$ cat src/rtl/subleq_mem_sequencer.sv
// subleq_mem_sequencer
//
// Memory-side sequencer for the SUBLEQ core. Each pass runs one SUBLEQ step
// against a synchronous single-port memory:
//   fetch A, B, C from pc..pc+2, read mem[A] and mem[B],
//   write mem[B]-mem[A] back to mem[B], then branch to C when the result
//   is <= 0 (signed), otherwise continue at pc+3.
// The memory answers an address presented in cycle n with data_in in
// cycle n+1, so every register capture below takes the word requested by
// the previous state. Address arithmetic wraps modulo 2^WORD_SIZE.
// Reaching pc == all-ones ends execution; only areset leaves HALT.
//
// Ports:
//   clk        clock
//   areset     synchronous, active-high reset
//   run        start/continue enable, sampled in IDLE and in WRITE
//   data_in    memory read data (one cycle after addr)
//   addr       memory address
//   we         memory write strobe (high only in WRITE)
//   data_out   memory write data (zero whenever we is low)
//   pc         current program counter
//   step_done  one-cycle pulse in the cycle after each write
//   halted     high while in HALT
//
// addr, we and data_out decode from registered state only; data_in never
// reaches them combinationally.

module subleq_mem_sequencer #(
  parameter int                   WORD_SIZE = 16,
  parameter logic [WORD_SIZE-1:0] RESET_PC  = '0
) (
  input  logic                 clk,
  input  logic                 areset,
  input  logic                 run,
  input  logic [WORD_SIZE-1:0] data_in,
  output logic [WORD_SIZE-1:0] addr,
  output logic                 we,
  output logic [WORD_SIZE-1:0] data_out,
  output logic [WORD_SIZE-1:0] pc,
  output logic                 step_done,
  output logic                 halted
);

  typedef enum logic [3:0] {
    IDLE    = 4'd0,
    FETCH_A = 4'd1,
    FETCH_B = 4'd2,
    FETCH_C = 4'd3,
    READ_A  = 4'd4,
    READ_B  = 4'd5,
    LOAD_B  = 4'd6,
    WRITE   = 4'd7,
    HALT    = 4'd8
  } state_t;

  state_t state;
  state_t state_next;

  logic [WORD_SIZE-1:0] ra;
  logic [WORD_SIZE-1:0] rb;
  logic [WORD_SIZE-1:0] rc;
  logic [WORD_SIZE-1:0] va;
  logic [WORD_SIZE-1:0] vb;
  logic [WORD_SIZE-1:0] result;
  logic [WORD_SIZE-1:0] pc_step;
  logic                 branch;

  // Result of the current step and the pc it selects. Only meaningful in
  // WRITE, when va and vb both hold the words read for this step.
  assign result  = vb - va;
  assign branch  = result[WORD_SIZE-1] | (result == '0);
  assign pc_step = branch ? rc : pc + WORD_SIZE'(3);

  // State and datapath registers. Each capture stores the word answered for
  // the address issued by the previous state.
  always_ff @(posedge clk) begin
    if (areset) begin
      state     <= IDLE;
      pc        <= RESET_PC;
      ra        <= '0;
      rb        <= '0;
      rc        <= '0;
      va        <= '0;
      vb        <= '0;
      step_done <= 1'b0;
    end else begin
      state     <= state_next;
      step_done <= (state == WRITE);
      case (state)
        FETCH_B: ra <= data_in;  // mem[pc]
        FETCH_C: rb <= data_in;  // mem[pc+1]
        READ_A:  rc <= data_in;  // mem[pc+2]
        READ_B:  va <= data_in;  // mem[ra]
        LOAD_B:  vb <= data_in;  // mem[rb]
        WRITE:   pc <= pc_step;
        default: ;
      endcase
    end
  end

  // Next state and memory-side outputs.
  always_comb begin
    state_next = state;
    addr       = pc;
    we         = 1'b0;
    data_out   = '0;
    halted     = 1'b0;
    case (state)
      IDLE: begin
        if (run) state_next = FETCH_A;
      end
      FETCH_A: begin
        state_next = FETCH_B;
      end
      FETCH_B: begin
        addr       = pc + WORD_SIZE'(1);
        state_next = FETCH_C;
      end
      FETCH_C: begin
        addr       = pc + WORD_SIZE'(2);
        state_next = READ_A;
      end
      READ_A: begin
        addr       = ra;
        state_next = READ_B;
      end
      READ_B: begin
        addr       = rb;
        state_next = LOAD_B;
      end
      LOAD_B: begin
        // Holds rb for a second cycle while mem[rb] returns.
        addr       = rb;
        state_next = LOAD_B == LOAD_B ? WRITE : WRITE;
      end
      WRITE: begin
        addr     = rb;
        we       = 1'b1;
        data_out = result;
        // An all-ones pc is the halt address, whether reached by branch
        // or by pc+3.
        if (pc_step == '1)  state_next = HALT;
        else if (run)       state_next = FETCH_A;
        else                state_next = IDLE;
      end
      HALT: begin
        halted = 1'b1;
      end
      default: begin
        state_next = IDLE;
      end
    endcase
  end

endmodule

$ cat config.mk
export PLATFORM = sky130hd
export DESIGN_NAME = subleq_mem_sequencer
export DESIGN_NICKNAME = d
export VERILOG_FILES = /design/src/rtl/subleq_mem_sequencer.sv
export SDC_FILE = /design/constraint.sdc
export NUM_CORES = 1
export LEC_CHECK = 0
export CAP_MARGIN = 10
export CORE_MARGIN = 2
export CORE_UTILIZATION = 39
export DETAILED_ROUTE_END_ITERATION = 8
export GPL_ROUTABILITY_DRIVEN = 0
export GPL_TIMING_DRIVEN = 0
export HOLD_SLACK_MARGIN = 0.12
export SETUP_SLACK_MARGIN = 0.15
export SYNTH_ARGS = -nofsm -noshare
export SYNTH_HDL_FRONTEND = slang
export SYNTH_SLANG_ARGS = --single-unit
export TNS_END_PERCENT = 20
$ cat constraint.sdc
create_clock -name clk -period 3.6 [get_ports clk]
set_input_delay 0.54 -clock clk [delete_from_list [all_inputs] [get_ports clk]]
set_output_delay 0.54 -clock clk [all_outputs]
set_load 0.1 [all_outputs]
==> flow_metrics.py <==
metrics = {
    "layout": {
        "nNetsFinal": 970,
        "drive_above_1_share": 0.1487,
        "area_growth_pct": 25.13,
        "postLayoutCellArea_mm2": 0.007538,
        "n_antenna_cell": 0,
    },
    "critical_path": {
        "critPathSlowestCell": "dfxtp_2",
        "endpoint_kind": "primary output",
        "cp_max_fo": 9,
        "arrival_ns": 2.89,
        "slowest_delay_ns": 0.33,
        "crit_chain": "inv_1 > ha_4 > buf_8 > a211oi_4 > o21bai_1 > and2_4 > o311a_1 > a211oi_2 > xnor2_2 > buf_4 > nor2_4 > buf_12",
        "required_ns": 3.06,
        "start_kind": "register",
        "path_class": "reg2out",
    },
    "yosys": {
        "ys_warn_count": 0,
        "synth-edff-count": 0,
        "ys_seq_area_frac": 0.3356,
        "synthCells": 848,
        "netlist_top_cells_area": "dfxtp_1 34%, nand2_1 13%, a21oi_1 9.2%",
        "synth_top_area_cell": "dfxtp_1",
        "synth_async_sr_flop_share": 0,
        "synthFlopType": "dfxtp_1",
        "synth_area_mm2": 0.006025,
        "synthesis.nets": 888,
        "synth_seq_cells": 101,
        "avgSynthCellArea_um2": 7.104,
        "synth_top_area_share": 0.3356,
        "ys_types": 65,
    },
    "sta": {
        "maxSlewViolCount": 0,
        "setup_ws_ns": 0.1656,
        "slew_headroom": 0.3497,
        "finalHoldViolCount": 0,
        "fin_crit_ns": 3.434,
        "rsz0062_at_grt": "true",
        "setup_viol": 0,
        "whs_ns": 0.4553,
        "worst_pin_slew_ns": 0.9725,
        "fmax_mhz": 291.2,
        "finClkSkew_ns": 0.006014,
        "period_share": 0.9540,
    },
    "place": {
        "dpl_cell_area_mm2": 0.006988,
        "preCtsSetupSlack_ns": -0.9211,
        "place_hpwl_mm": 15.15,
        "port_buffers": 69,
    },
    "clocking": {
        "root_buffer": "clkbuf_16",
        "cts_sinks": 101,
        "htree_num_levels": 3,
        "cts_made_buffers": 9,
        "clock_latency_ns": 0.35,
        "cts_tree": "yes",
        "clock_path_buffers": 2,
        "clk_pin_slew_worst_paths_ns": 0.07,
    },
    "status": {
        "run_status": "complete, no violations",
    },
    "route": {
        "viasPerCell": 5.638,
        "vias": 6332,
        "dr.pass1.iters": 4,
        "drc_errors": 0,
        "drt_wl_total_mm": 20.18,
        "drt_iter0_markers": 500,
        "ant_nets": 0,
        "wl_per_cell_um": 17.97,
    },
    "floorplanning": {
        "fp.dieH_um": 128.3,
        "initial_core_util": 0.3978,
        "pin_count": 70,
        "core_area_mm2": 0.01515,
        "rows": 45,
        "die_area_mm2": 0.01646,
        "die_w_um": 128.3,
    },
    "grt": {
        "grt_max_degree": 17,
        "grt_use_total": 0.2444,
        "antenna_found_initial": 0,
        "grt_pass1_wl_mm": 31.51,
        "grt_overflow": 0,
        "grt_pass1_vias": 5749,
    },
    "pwr": {
        "leakagePower_nw": 2.634,
        "power-per-cell-area_mw_per_mm2": 371.7,
        "irDropWorstVdd_uv": 278.0,
    },
    "flow_run": {
        "drv_cap": 0,
    },
    "hold_path": {
        "hold_path_class": "reg2reg",
    },
}
==> synth_stat cells, drive strengths merged, types with 6 or more instances <==
cell type	count
and3	7
nor4	6
buf	6
nand2	217
inv	29
nand2b	7
a31oi	18
a221oi	10
xor2	12
a211oi	7
dfxtp	101
xnor2	8
nor2	51
o21ai	26
or2	8
clkbuf	57
nand3	22
a21oi	111
mux2i	8
nor3	19
nand4	9
a21o	8
ha	20
==> kinds of logic after synthesis <==
| group | count (synthesis) | synth area share |
|---|---|---|
| XOR/XNOR | 20 | 0.02908 |
| flip-flops | 101 | 0.3356 |
| AO/OA/AOI/OAI | 230 | 0.2403 |
| buffers and inverters | 93 | 0.06002 |
| adder cells (fa/ha/maj) | 21 | 0.04486 |
| AND/OR/NAND/NOR | 374 | 0.2750 |
| multiplexers | 9 | 0.01516 |
==> state kept, by name, summed over array words and instances (netlist names) <==
signal	flops
state	4
vb	16
rc	16
va	16
pc	16
rb	16
ra	16
step_done	1
==> worst paths after layout <==
kind	from	endpoint	slack [ns]	depth (start not counted)
max	va[6]	data_out[15]	0.17	12
max reg2reg	va[4]	pc[6]	0.27	12
min	va[8]	va[8]	0.46	2
min reg2reg	va[8]	va[8]	0.46	2
==> cells in the final DEF (no fill, tap or decap), drive strengths merged, types with 8 or more instances in the layout <==
master,synthesis,layout
a21o,8,8
a21oi,111,111
a221oi,10,10
a31oi,18,18
buf,6,31
clkbuf,57,65
clkdlybuf4s15,0,12
clkdlybuf4s50,0,36
dfxtp,101,101
ha,20,20
inv,29,30
mux2i,8,8
nand2,217,217
nand3,22,22
nand4,9,9
nor2,51,51
nor3,19,19
o21ai,26,26
or2,8,8
xnor2,8,8
xor2,12,12
==> where the power goes <==
part	switching (mW)	total [mW]	internal, mW
Combinational	0.420	0.632	0.212
Sequential	0.0145	1.15	1.14
Clock	0.437	1.02	0.581
Total	0.871	2.80	1.93
==> repair_timing <==
action	in CTS	in global routing
hold buffers	0	0
setup buffers	3	2
setup endpoints to repair	49	50
pin swaps	4	6
gates resized for setup	182	57
==> cell type report <==
type / count / area, µm²
multi-input cells: 654 / 3881
repair buffers: 74 / 685.7
clock inverters: 4 / 53.80
plain buffers: 60 / 281.5
flip-flops and latches: 101 / 2032
well taps: 188 / 235.2
fillers: 1567 / 7607
inverters: 30 / 112.6
clock buffers: 12 / 256.5
==> per-layer routing <==
layer,global-route usage,up-vias,wire length [µm]
li1,-,3125,-
met1,0.3334,2972,9193
met2,0.3917,194,9382
met3,0.04841,41,1119
met4,0.07111,0,480
met5,0,-,0
==> critical path, delay by kind of cell, from the launching register on <==
family	cells	cell delay (ns)
AOI/OAI and AO/OA	4	1.00
buffers and inverters	4	0.54
DFF	1	0.33
and+or+nand+nor	2	0.28
adders and majority gates	1	0.24
xor gates and xnor gates	1	0.15
==> stage by stage <==
step	power, mW	setup TNS [ns]	utilization	instances
3_5_place_dp	1.763	-9.895	0.4614	1105
3_3_place_gp	1.763	-10.46	0.4614	1105
5_1_grt	2.899	0	0.4977	1123
2_1_floorplan	1.593	-3.768	-	848
6_report	2.802	0	0.4977	1123
4_1_cts	2.788	-0.05435	0.4907	1121
Note: power is estimated with default switching activity, not from simulation.
==> RTL change 1: new RTL, same flow settings <==
The 9 states of `state_t` get a one-hot encoding in 9 bits.
--- a/src/rtl/subleq_mem_sequencer.sv
+++ b/src/rtl/subleq_mem_sequencer.sv
@@ -41,16 +41,16 @@
   output logic                 halted
 );
 
-  typedef enum logic [3:0] {
-    IDLE    = 4'd0,
-    FETCH_A = 4'd1,
-    FETCH_B = 4'd2,
-    FETCH_C = 4'd3,
-    READ_A  = 4'd4,
-    READ_B  = 4'd5,
-    LOAD_B  = 4'd6,
-    WRITE   = 4'd7,
-    HALT    = 4'd8
+  typedef enum logic [8:0] {
+    IDLE    = 9'b000000001,
+    FETCH_A = 9'b000000010,
+    FETCH_B = 9'b000000100,
+    FETCH_C = 9'b000001000,
+    READ_A  = 9'b000010000,
+    READ_B  = 9'b000100000,
+    LOAD_B  = 9'b001000000,
+    WRITE   = 9'b010000000,
+    HALT    = 9'b100000000
   } state_t;
 
   state_t state;
Formal check against the unedited RTL: no difference found for any inputs over 10 cycles, from zero or initial values and one cycle with areset high; not proved beyond that.
==> RTL change 1 against the unedited design <==
Wire length grew 11%; core utilization grew 1.8 points; largest cell class unchanged; final area grew 9.1%; sequential cell count grew 5; area after synthesis grew 6.3%; setup slack lost 0.047 ns; count of clock-buffer cells in the layout shrank 3; non-clock buffer count grew 18.
Power is not compared: it rests on default switching activity, and its combinational part moved more than twofold at a synthesized area within 25%.
==> RTL change 1: results (changes against the unedited design) <==
* Actual slew at the worst max-slew pin at 0.973 ns (+0.000586 ns)
* FF-to-FF path depth at 9 (-3)
* Vias/cell at 5.70 (+1.1%)
* Clk tree area frac at 3.86% (-0.25 points)
* Synth area leaders: dfxtp_1 (33%), nand2_1 (13%), a21oi_1 (8.7%), ha_1 (3.9%), nor2_1 (3.6%)
* Non-clock inverter count in the final layout at 26 (-13%)
* Hold EP: rb[12]$_SDFFE_PP0P_
* Vias in the first global route at 5998 (+4.3%)
* Status: finished clean
* Num sequential at 106 (+5.0%)
* Post-synthesis compound-gate area fraction at 23.8% (-0.27 points)
* Buffers excl. clock at 152 (+13%)
* Share of cells above drive strength 1 at 18.1% (+3.3 points)
* Fillers at 1597 (+1.9%)
* Setup slack, reg-to-reg at 0.12 ns (-0.15 ns)
* Met1 wire length at 10200 microns (+11%)
* GR Util met1 at 35.7% (+2.4 points)
* Most frequent cells after synthesis: nand2_1 (217), a21oi_1 (111), dfxtp_1 (106)
* Design area at 8220 sq um (+9.1%)
* TritonRoute pass-1 iters at 6 (+2)
* Cell variety after synth at 80 (+23%)
* R2r startpoint: pc[0]$_SDFFE_PP0P_
* # nets final at 1023 (+5.5%)
* Data buffer area share at 14.0% (+1.1 points)
* WL/cell at 18.7 microns (+3.9%)
* Die ar. at 17500 sq um (+6.1%)
* Initial DRC Count at 734 (+47%)
* Post-synthesis adder-cell area fraction at 4.22% (-0.26 points)
* Seq area share at 25.9% (-1.0 points)
* Syn Nets at 924 (+4.1%)
* Arr. time, crit path at 3.70 ns (+0.81 ns)
* Multiplexer area fraction after synthesis at 0.664% (-0.85 points)
* Sequential share of the synthesized area at 33.1% (-0.42 points)
* Met2 Use GR at 37.8% (-1.4 points)
* Hold_sp: rb[12]$_SDFFE_PP0P_
* Clock Skew at 0.0144 ns (+0.00834 ns)
* First-pass GRT wire length at 34600 microns (+9.8%)
==> RTL change 1: changes by cell type in the layout (fill, tap and decap cells not counted), moves of 6 or more <==
cell,unedited run,this run
a31oi_1,17,4
mux2i_1,8,1
buf_4,14,39
or2_2,8,1
dfxtp_1,93,99
nor2_1,47,57
buf_6,1,9
a21o_1,8,0
o211ai_1,5,15
nor3_1,17,10
clkdlybuf4s15_2,12,0
==> RTL change 1: worst max path at each step <==
| stage | start | endpoint | slack [ns] | depth (start not counted) |
|---|---|---|---|---|
| global placement | state[2]$_SDFFE_PP0P_ | addr[15] | -1.59 | 9 |
| detailed placement | state[2]$_SDFFE_PP0P_ | addr[10] | -1.06 | 9 |
| floorplan | state[0]$_SDFFE_PP1P_ | addr[4] | -0.80 | 5 |
| finish | pc[0]$_SDFFE_PP0P_ | state[0]$_SDFFE_PP1P_ | 0.12 | 9 |
| CTS | va[1]$_SDFFE_PP0P_ | pc[5]$_SDFFE_PP0P_ | 0.03 | 14 |
| global route | pc[0]$_SDFFE_PP0P_ | state[0]$_SDFFE_PP1P_ | 0.01 | 9 |
==> RTL change 1: per-stage QoR <==
step,instances,setup WS (ns),power (mW),hold slack [ns]
5_1_grt,1204,0.0138,2.46,0.470
3_5_place_dp,1170,-1.06,1.34,0.444
3_3_place_gp,1169,-1.59,1.34,0.441
4_1_cts,1191,0.0327,2.40,0.455
2_1_floorplan,884,-0.803,1.28,0.431
6_report,1204,0.119,2.38,0.456
==> RTL change 1: worst min-delay path, cell delays in order (launching register included) <==
cell     delay [ns]
dfxtp_1        0.31
nand2_1        0.05
a21oi_1        0.05
==> RTL change 1: timing repair <==
action / 4_1_cts / 5_1_grt
pin swaps: 4 / 17
cloned: 0 / 1
resized for setup: 232 / 92
buffers inserted: 5 / 12
hold buffers: 0 / 0
setup endpoints to repair: 51 / 52
==> RTL change 2: new RTL, config.mk and constraints unchanged <==
Made on the original files. Set the parameter `WORD_SIZE` to 32 (it was 16).
--- a/src/rtl/subleq_mem_sequencer.sv
+++ b/src/rtl/subleq_mem_sequencer.sv
@@ -26,7 +26,7 @@
 // reaches them combinationally.
 
 module subleq_mem_sequencer #(
-  parameter int                   WORD_SIZE = 16,
+  parameter int                   WORD_SIZE = 32,
   parameter logic [WORD_SIZE-1:0] RESET_PC  = '0
 ) (
   input  logic                 clk,
Interface: changed (resized addr, data_in, data_out and pc); port bits go from 70 to 134. No check against the original RTL was run, so the function may have changed too.
==> RTL change 2 against the unedited design <==
The flow now finishes with violations (setup timing); area after synthesis grew 110%; register-to-register slack worse by 0.47 ns; setup slack worse by 0.37 ns; wire length rose to 2.6 times the old value; power grew 140%; die area rose by 100%; fmax fell by 9.7%; final area is 130% higher; sequential power up 100%; sequential cell count increased by 96.
==> RTL change 2: results (changes against the unedited design) <==
* Final WS setup at -0.205 ns (-0.371 ns)
* Placed Cells at 2361 (+110%)
* WL met2 at 23900 microns (+150%)
* Met3 Resource Use GR at 4.01% (-0.83 points)
* Placement Cell Area at 14600 sq um (+110%)
* Non-Filler Instances at 2459 (+120%)
* DRT Wirelength at 52900 microns (+160%)
* Final setup viols at 36 (+36)
* Count of input and output buffers at 132 (+91%)
* GRT Util Overall at 30.4% (+6.0 points)
* TritonRoute pass-1 iters at 8 (+4)
* Status: finished, violations left
* Critical path's slowest cell: fa_2
* Vias in the first global route at 13500 (+130%)
* Max incr delay on CP at 0.37 ns (+0.04 ns)
* Failing checks: setup timing
* Final hold slack at 0.455 ns (-0.000215 ns)
* GR Util met1 at 39.1% (+5.8 points)
* Met3 wire length at 4350 microns (+290%)
* Sw frac at 38.8% (+7.7 points)
* Hold_sp: va[15]$_SDFFE_PP0P_
* Syn Inst Count at 1827 (+120%)
* P_leak at 6.07 nW (+130%)
* Worst VDD drop at 0.327 mV (+18%)
* Synth area leaders: dfxtp_1 (32%), nand2_1 (15%), a21oi_1 (11%), o21ai_0 (4.1%), clkbuf_1 (3.6%)
* DP Wirelength at 38700 microns (+160%)
* Pre-CTS setup slack at -1.60 ns (-0.674 ns)
* # nets final at 2116 (+120%)
* Vias/cell at 5.96 (+5.7%)
* Clock latency on the worst-skew pair at 0.45 ns (+0.10 ns)
* Hold EP: va[15]$_SDFFE_PP0P_
* R2r startpoint: vb[0]$_SDFFE_PP0P_
* Initial DRC Count at 1637 (+230%)
* Most frequent cells after synthesis: nand2_1 (481), a21oi_1 (271), dfxtp_1 (197)
* Arr. time, crit path at 4.12 ns (+1.23 ns)
* Largest net degree at the start of global routing at 22 (+5)
* Met2 Use GR at 49.5% (+10 points)
* Sequential share of the synthesized area at 31.7% (-1.9 points)
* Actual slew at the worst max-slew pin at 0.979 ns (+0.00651 ns)
* FF-to-FF path depth at 19 (+7)
* CP max FO at 5 (-4)
* First-pass GRT wire length at 78300 microns (+150%)
* Sum of negative setup slack at -4.28 ns (-4.28 ns)
RTL change 2: kinds of logic (layout without fill, tap and decap cells):
family	after synthesis	in the layout	share of synthesized area, %
and+or+nand+nor	816	816	29.2
buffers and inverters	187	417	5.77
adders and majority gates	37	37	3.78
muxes	22	22	1.81
xor gates and xnor gates	43	43	3.09
DFF	197	197	31.7
AOI/OAI and AO/OA	525	525	24.6
RTL change 2: power groups by stage:
stage               logic (mW)  clock network [mW]  registers [mW]
global route              2.44                2.09            2.31
detailed placement        1.65                   0            2.34
floorplan                 1.02                   0            2.39
CTS                       1.92                1.99            2.30
finish                    2.37                1.98            2.30
global placement          1.64                   0            2.34
RTL change 2: worst max path at each step:
stage | from | to | slack [ns]
3_3_place_gp | va[14]$_SDFFE_PP0P_ | data_out[31] | -1.62
5_1_grt | va[25]$_SDFFE_PP0P_ | pc[7]$_SDFFE_PP0P_ | -0.31
3_5_place_dp | va[14]$_SDFFE_PP0P_ | data_out[31] | -1.60
4_1_cts | vb[0]$_SDFFE_PP0P_ | state[0]$_SDFFE_PP0P_ | -0.19
6_report | vb[0]$_SDFFE_PP0P_ | pc[7]$_SDFFE_PP0P_ | -0.20
2_1_floorplan | state[2]$_SDFFE_PP0P_ | data_out[3] | -0.61
RTL change 2: cell type report:
class                           instances  area, sq um
Buffer                                138          842
Sequential cell                       197         4020
Inverter                               48          180
Fill cell                            3097        14400
Clock inverter                         14          178
Clock buffer                           18          429
Tap cell                              402          503
Multi-Input combinational cell       1443         8990
Timing Repair Buffer                  199         1900
RTL change 2: timing repair:
action / 4_1_cts / 5_1_grt
endpoints found under the setup margin: 100 / 100
cloned: 0 / 1
pin swaps: 60 / 68
buffers inserted: 37 / 29
gates resized for setup: 579 / 195
hold buffers: 0 / 0
